===== src/rtl/sid_voice_bank_mixer.sv =====
// sid_voice_bank_mixer: register bank and time-multiplexed mixer for NUM_VOICES SID voices.
// Ports:
//   clk, rst            - clock, synchronous active-high reset
//   wr_en, voice_sel,
//   reg_addr, wr_data   - register write port (write on rising edge of wr_en)
//   rd_data             - registered readback of (voice_sel, reg_addr)
//   frequency .. waveform - flat per-voice register buses to sid_voice instances
//   voice_in            - per-voice 8-bit outputs from the sid_voice instances
//   sample_tick         - single-cycle request to start a mix pass
//   sample_out, sample_valid - mixed sample and its one-cycle update strobe
//   busy                - mix FSM is not idle
module sid_voice_bank_mixer #(
    parameter int unsigned NUM_VOICES = 3,
    parameter int unsigned MIX_SHIFT  = 2,
    parameter int unsigned VSEL_W     = $clog2(NUM_VOICES + 1)
) (
    input  logic                       clk,
    input  logic                       rst,
    input  logic                       wr_en,
    input  logic [VSEL_W-1:0]          voice_sel,
    input  logic [2:0]                 reg_addr,
    input  logic [7:0]                 wr_data,
    output logic [7:0]                 rd_data,
    output logic [16*NUM_VOICES-1:0]   frequency,
    output logic [8*NUM_VOICES-1:0]    duration,
    output logic [8*NUM_VOICES-1:0]    attack,
    output logic [8*NUM_VOICES-1:0]    sustain,
    output logic [8*NUM_VOICES-1:0]    waveform,
    input  logic [8*NUM_VOICES-1:0]    voice_in,
    input  logic                       sample_tick,
    output logic [7:0]                 sample_out,
    output logic                       sample_valid,
    output logic                       busy
);

    localparam int unsigned IDX_W = (NUM_VOICES > 1) ? $clog2(NUM_VOICES) : 1;
    localparam int unsigned ACC_W = 8 + $clog2(NUM_VOICES);

    typedef enum logic [1:0] {IDLE, ACCUM, SCALE} state_t;

    logic [15:0]           freq_q  [NUM_VOICES];
    logic [7:0]            dur_q   [NUM_VOICES];
    logic [7:0]            gain_q  [NUM_VOICES];
    logic [7:0]            atk_q   [NUM_VOICES];
    logic [7:0]            sus_q   [NUM_VOICES];
    logic [7:0]            wave_q  [NUM_VOICES];
    logic [7:0]            vin     [NUM_VOICES];
    logic [7:0]            master_q;
    logic [NUM_VOICES-1:0] mute_q;
    logic                  overrun_q;
    logic                  wr_q;

    state_t                state_q, state_d;
    logic [ACC_W-1:0]      acc_q, acc_d;
    logic [IDX_W-1:0]      idx_q, idx_d;
    logic                  do_scale;

    logic                  wr_fire;
    logic                  is_voice;
    logic                  is_global;
    logic [IDX_W-1:0]      vidx;
    logic [7:0]            rd_c;
    logic [7:0]            term;
    logic [ACC_W-1:0]      s_wide;
    logic [7:0]            s_sat;
    logic [7:0]            scaled;

    assign wr_fire   = wr_en & ~wr_q;
    assign is_voice  = voice_sel < VSEL_W'(NUM_VOICES);
    assign is_global = voice_sel == VSEL_W'(NUM_VOICES);
    assign vidx      = IDX_W'(voice_sel);

    // Flatten register arrays onto the sid_voice buses; unpack voice inputs.
    for (genvar i = 0; i < NUM_VOICES; i++) begin : g_flat
        assign frequency[16*i +: 16] = freq_q[i];
        assign duration[8*i +: 8]    = dur_q[i];
        assign attack[8*i +: 8]      = atk_q[i];
        assign sustain[8*i +: 8]     = sus_q[i];
        assign waveform[8*i +: 8]    = wave_q[i];
        assign vin[i]                = voice_in[8*i +: 8];
    end

    // Per-voice contribution and the final scale stage.
    assign term   = mute_q[idx_q] ? 8'd0
                  : 8'((16'(vin[idx_q]) * (16'(gain_q[idx_q]) + 16'd1)) >> 8);
    assign s_wide = acc_q >> MIX_SHIFT;
    assign s_sat  = (s_wide > ACC_W'(255)) ? 8'hFF : s_wide[7:0];
    assign scaled = 8'((16'(s_sat) * (16'(master_q) + 16'd1)) >> 8);

    // Readback mux; registered below so a same-cycle write returns the old value.
    always_comb begin
        rd_c = 8'd0;
        if (is_voice) begin
            case (reg_addr)
                3'd0:    rd_c = freq_q[vidx][7:0];
                3'd1:    rd_c = freq_q[vidx][15:8];
                3'd2:    rd_c = dur_q[vidx];
                3'd3:    rd_c = gain_q[vidx];
                3'd4:    rd_c = atk_q[vidx];
                3'd5:    rd_c = sus_q[vidx];
                3'd6:    rd_c = wave_q[vidx];
                default: rd_c = 8'd0;
            endcase
        end else if (is_global) begin
            case (reg_addr)
                3'd0:    rd_c = master_q;
                3'd1:    rd_c = 8'(mute_q);
                3'd2:    rd_c = {7'd0, overrun_q};
                default: rd_c = 8'd0;
            endcase
        end
    end

    // Mix FSM next-state logic.
    always_comb begin
        state_d  = state_q;
        acc_d    = acc_q;
        idx_d    = idx_q;
        do_scale = 1'b0;
        case (state_q)
            IDLE: begin
                if (sample_tick) begin
                    acc_d   = '0;
                    idx_d   = '0;
                    state_d = ACCUM;
                end
            end
            ACCUM: begin
                acc_d = acc_q + ACC_W'(term);
                if (idx_q == IDX_W'(NUM_VOICES - 1)) begin
                    state_d = SCALE;
                end else begin
                    idx_d = idx_q + IDX_W'(1);
                end
            end
            SCALE: begin
                do_scale = 1'b1;
                state_d  = IDLE;
            end
            default: state_d = IDLE;
        endcase
    end

    // FSM state, datapath and output registers.
    always_ff @(posedge clk) begin
        if (rst) begin
            state_q      <= IDLE;
            acc_q        <= '0;
            idx_q        <= '0;
            sample_out   <= 8'd0;
            sample_valid <= 1'b0;
            busy         <= 1'b0;
            rd_data      <= 8'd0;
        end else begin
            state_q      <= state_d;
            acc_q        <= acc_d;
            idx_q        <= idx_d;
            sample_valid <= do_scale;
            busy         <= state_d != IDLE;
            rd_data      <= rd_c;
            if (do_scale) begin
                sample_out <= scaled;
            end
        end
    end

    // Register bank writes; a new overrun beats a same-cycle clear.
    always_ff @(posedge clk) begin
        if (rst) begin
            for (int i = 0; i < NUM_VOICES; i++) begin
                freq_q[i] <= 16'd0;
                dur_q[i]  <= 8'd0;
                gain_q[i] <= 8'hFF;
                atk_q[i]  <= 8'd0;
                sus_q[i]  <= 8'd0;
                wave_q[i] <= 8'd0;
            end
            master_q  <= 8'hFF;
            mute_q    <= '0;
            overrun_q <= 1'b0;
            wr_q      <= 1'b0;
        end else begin
            wr_q <= wr_en;
            if (wr_fire && is_voice) begin
                case (reg_addr)
                    3'd0:    freq_q[vidx][7:0]  <= wr_data;
                    3'd1:    freq_q[vidx][15:8] <= wr_data;
                    3'd2:    dur_q[vidx]        <= wr_data;
                    3'd3:    gain_q[vidx]       <= wr_data;
                    3'd4:    atk_q[vidx]        <= wr_data;
                    3'd5:    sus_q[vidx]        <= wr_data;
                    3'd6:    wave_q[vidx]       <= wr_data;
                    default: ;
                endcase
            end
            if (wr_fire && is_global) begin
                case (reg_addr)
                    3'd0:    master_q  <= wr_data;
                    3'd1:    mute_q    <= wr_data[NUM_VOICES-1:0];
                    3'd2:    overrun_q <= 1'b0;
                    default: ;
                endcase
            end
            if (sample_tick && state_q != IDLE) begin
                overrun_q <= 1'b1;
            end
        end
    end

endmodule

===== config.mk =====
export PLATFORM = sky130hd
export DESIGN_NAME = sid_voice_bank_mixer
export DESIGN_NICKNAME = d
export VERILOG_FILES = /design/src/rtl/sid_voice_bank_mixer.sv
export SDC_FILE = /design/constraint.sdc
export NUM_CORES = 1
export LEC_CHECK = 0
export CORE_MARGIN = 5
export CORE_UTILIZATION = 55
export DETAILED_ROUTE_END_ITERATION = 10
export GPL_ROUTABILITY_DRIVEN = 0
export PLACE_DENSITY = 0.83
export RECOVER_POWER = 50
export SLEW_MARGIN = 20
export SYNTH_ARGS = -nofsm -noshare
export SYNTH_HDL_FRONTEND = slang
export SYNTH_SLANG_ARGS = --single-unit

===== constraint.sdc =====
create_clock -name clk -period 16.5 [get_ports clk]
set_clock_uncertainty 0.15 [all_clocks]
set_input_delay 4.125 -clock clk [delete_from_list [all_inputs] [get_ports clk]]
set_output_delay 4.125 -clock clk [all_outputs]
set_load 0.01 [all_outputs]

==> results by group <==
Status
  • Status: complete, but fails checks
  • Failing checks: max-capacitance violations, max-slew violations

STA
  • Worst relative slew slack: -127%
  • Setup ws final: 5590 ps
  • Worst slew pin tran: 3410 ps
  • Hold Violations, Final: 0
  • RSZ-0062 raised after global routing: no
  • Final period utilization: 66.1%
  • Final setup viols: 0
  • Min Tclk post-route: 10910 ps
  • Fmax: 91.7 MHz
  • Max Slew Vio Count: 180
  • Final setup TNS: 0 ps

Die
  • Vert. Die Dim: 184 um
  • Initial Utilization: 56.0%
  • Die footprint: 34000 um2
  • DIE WIDTH: 184 um
  • # rows: 63
  • Core area: 29900 um2
  • I/O pins: 203

Logic synthesis
  • Sequential area share after synthesis: 45.8%
  • Mapped cell area: 16700 um2
  • Main combinational cell family by area after synthesis: simple AND/OR/NAND/NOR gates
  • Ys Warns: 0
  • Post-Synth XOR/XNOR Area: 1.77%
  • Synth Area in Simple Gates: 16.3%
  • Post-synth EDFFs: 224
  • Post-synthesis instance total: 1394
  • Flops & latches, synth: 271
  • Ys flop type: edfxtp_1
  • Fraction of registers with async set/reset: 0%
  • Post-Synth Adder-Cell Area: 15.3%
  • Yosys cell types: 72
  • Syn Area/Cell: 12.0 um2
  • Synth Area in Compound Gates: 5.59%
  • Post-synthesis mux area share: 10.8%

Drt
  • First DRT Iteration DRCs: 1024
  • Number of detailed-route iterations in the first pass: 8
  • Final WL: 44800 um
  • Post-route DRC: 0
  • DR vias: 12.0k
  • Routed Antenna Nets: 0
  • DR WL/cell: 21.8 um
  • Via-to-Cell Ratio: 5.85

Placed design
  • Port bufs: 202
  • Post-DP Area: 19300 um2
  • Post-DP HPWL: 32400 um
  • Pre-CTS WS: 5110 ps

Power and ir drop
  • Worst VDD drop: 0.122 mV
  • Post-layout total power: 2390 uW
  • Power Dens Cells: 119 nW/um2
  • Pleak: 0.00831 uW

Min path
  • Hold Crit Class: flip-flop to flip-flop
  • Hold depth: 2

Clock tree
  • Post-CTS Setup Inserts: 0
  • Clock-pin slew on the worst setup and hold paths: 60 ps
  • Hold-fix buffers, CTS: 0
  • Root buf cell: clkbuf_16
  • CTS max path bufs: 3
  • TritonCTS Buffers: 27
  • Post-CTS resize count: 0
  • CTS sink count: 271
  • Clock latency on the worst-skew pair: 540 ps
  • CTS tree: done
  • Htree depth: 1

Finish
  • Sequential cell area: 7670 um2
  • Filler Cell Count: 2115
  • Footprint of the multi-input gates: 8530 um2
  • Post-route cell area: 20100 um2
  • Diodes inserted: 0
  • Area grow syn2layout: 20.3%
  • Net count, final: 1840
  • Layout cells sized above 1: 10.7%
  • Finished Core Util: 67.4%

Global route
  • Initial antenna violation count: 0
  • Largest net degree at the start of global routing: 54
  • GRT Overall Usage: 26.2%
  • Vias in the first global route: 12.5k
  • Global route total overflow: 0
  • Global-route wire length before repair: 69400 um

Critical path
  • Crit path kind: primary input to flip-flop
  • Max FO, Critical Path: 9
  • CP Launch Type: primary input
  • R2R depth: 27
  • Critical path arrival: 11180 ps
  • Worst Setup End Kind: flip-flop
  • CP required: 16770 ps

Job
  • Max-cap violations: 6
-- state kept, by name (all words and copies together) (netlist names), 3 cells and up, named ones only --
signal,flops
acc_q,10
atk_q,32
dur_q,32
freq_q,64
gain_q,32
master_q,8
mute_q,3
rd_data,8
sample_out,8
sus_q,32
wave_q,32
-- final cells by class --
type | count | share of cell area (%)
clock buffers | 40 | 3.90
clock inverters | 9 | 0.392
inverters | 111 | 2.07
multi-input cells | 1003 | 42.4
flip-flops and latches | 271 | 38.1
well taps | 390 | 2.43
repair buffers | 229 | 10.7
-- cell usage after synthesis, types with 37 or more instances --
cell / count / area, um2
and2_1: 174 / 1090
nand2_1: 77 / 289
edfxtp_1: 224 / 6730
o21ai_0: 37 / 185
a21oi_1: 43 / 215
nor2_1: 123 / 462
inv_1: 109 / 409
mux4_2: 63 / 1420
ha_1: 75 / 938
dfxtp_1: 47 / 941
clkbuf_1: 41 / 154
fa_1: 81 / 1620
-- layer usage --
| layer | wire length, um | track usage, % | part of all wire [%] |
|---|---|---|---|
| met2 | 22700 | 45.9 | 51 |
| met1 | 16400 | 32.7 | 37 |
| met3 | 4200 | 5.86 | 9.4 |
| met4 | 1440 | 7.84 | 3.2 |
| met5 | 0 | 0 | 0 |
-- worst max-delay path, cell delays in order --
cell             delay [ps]
clkdlybuf4s50_1         410
mux2i_1                 130
nor2_1                   60
a21oi_1                 540
or2_2                   230
fa_1                    440
fa_1                    550
inv_1                    60
fa_1                    530
inv_1                    60
fa_1                    530
inv_1                    40
ha_1                    300
nand4_1                 100
or3_1                   310
or3_1                   340
o21ai_0                 160
nor2_1                   80
o21ai_1                 110
and2_1                  180
ha_1                    240
a21o_1                  160
a21oi_1                 210
o21bai_1                110
a2111oi_0               390
nor3_1                  150
a41oi_1                 270
mux2_2                  370
-- power by group --
part           switching (uW)  internal (uW)  total, uW
Combinational             560            429        989
Clock                     254            345        599
Sequential               29.4            772        802
-- logic make-up after synthesis --
kind of cell,count (synthesis)
compound gates,145
xor+xnor,33
fa+ha+maj,156
buf+inv,175
flops,271
mux,98
other cells,1
simple gates,515
-- worst paths after layout --
kind,to,startpoint,slack (ps)
worst max register to register,acc_q[9]$_SDFFE_PP0P_,flip-flop,7920
worst min register to register,sample_out[2]$_SDFFE_PP0P_,sample_out[2]$_SDFFE_PP0P_,300
worst min-delay path,sample_out[2]$_SDFFE_PP0P_,sample_out[2]$_SDFFE_PP0P_,300
worst max-delay path,acc_q[9]$_SDFFE_PP0P_,voice_in[6],5590
-- cell usage in the layout (no fill, tap or decap), types with 6 or more instances in the layout --
cell / n
a21o_1: 7
a21oi_1: 43
a22o_1: 7
a22oi_1: 12
a31oi_1: 6
and2_0: 20
and2_1: 155
and3_1: 10
buf_4: 19
clkbuf_1: 22
clkbuf_16: 28
clkdlybuf4s50_1: 29
conb_1: 56
dfxtp_1: 47
dlygate4sd3_1: 167
edfxtp_1: 224
fa_1: 81
ha_1: 75
inv_1: 109
mux2_2: 8
mux2i_1: 25
mux4_2: 63
nand2_1: 78
nand2b_1: 16
nand3_1: 17
nor2_1: 123
nor2b_1: 23
nor3_1: 13
o21ai_0: 36
or2_2: 35
xnor2_1: 21
xor2_1: 11
-- stage by stage --
step | std cells | hold slack (ps)
2_1_floorplan | 1449 | 302
3_3_place_gp | 2004 | 293
3_5_place_dp | 2004 | 298
4_1_cts | 2053 | 307
5_1_grt | 2053 | 344
6_report | 2053 | 303
(Power assumes the default switching activity.)
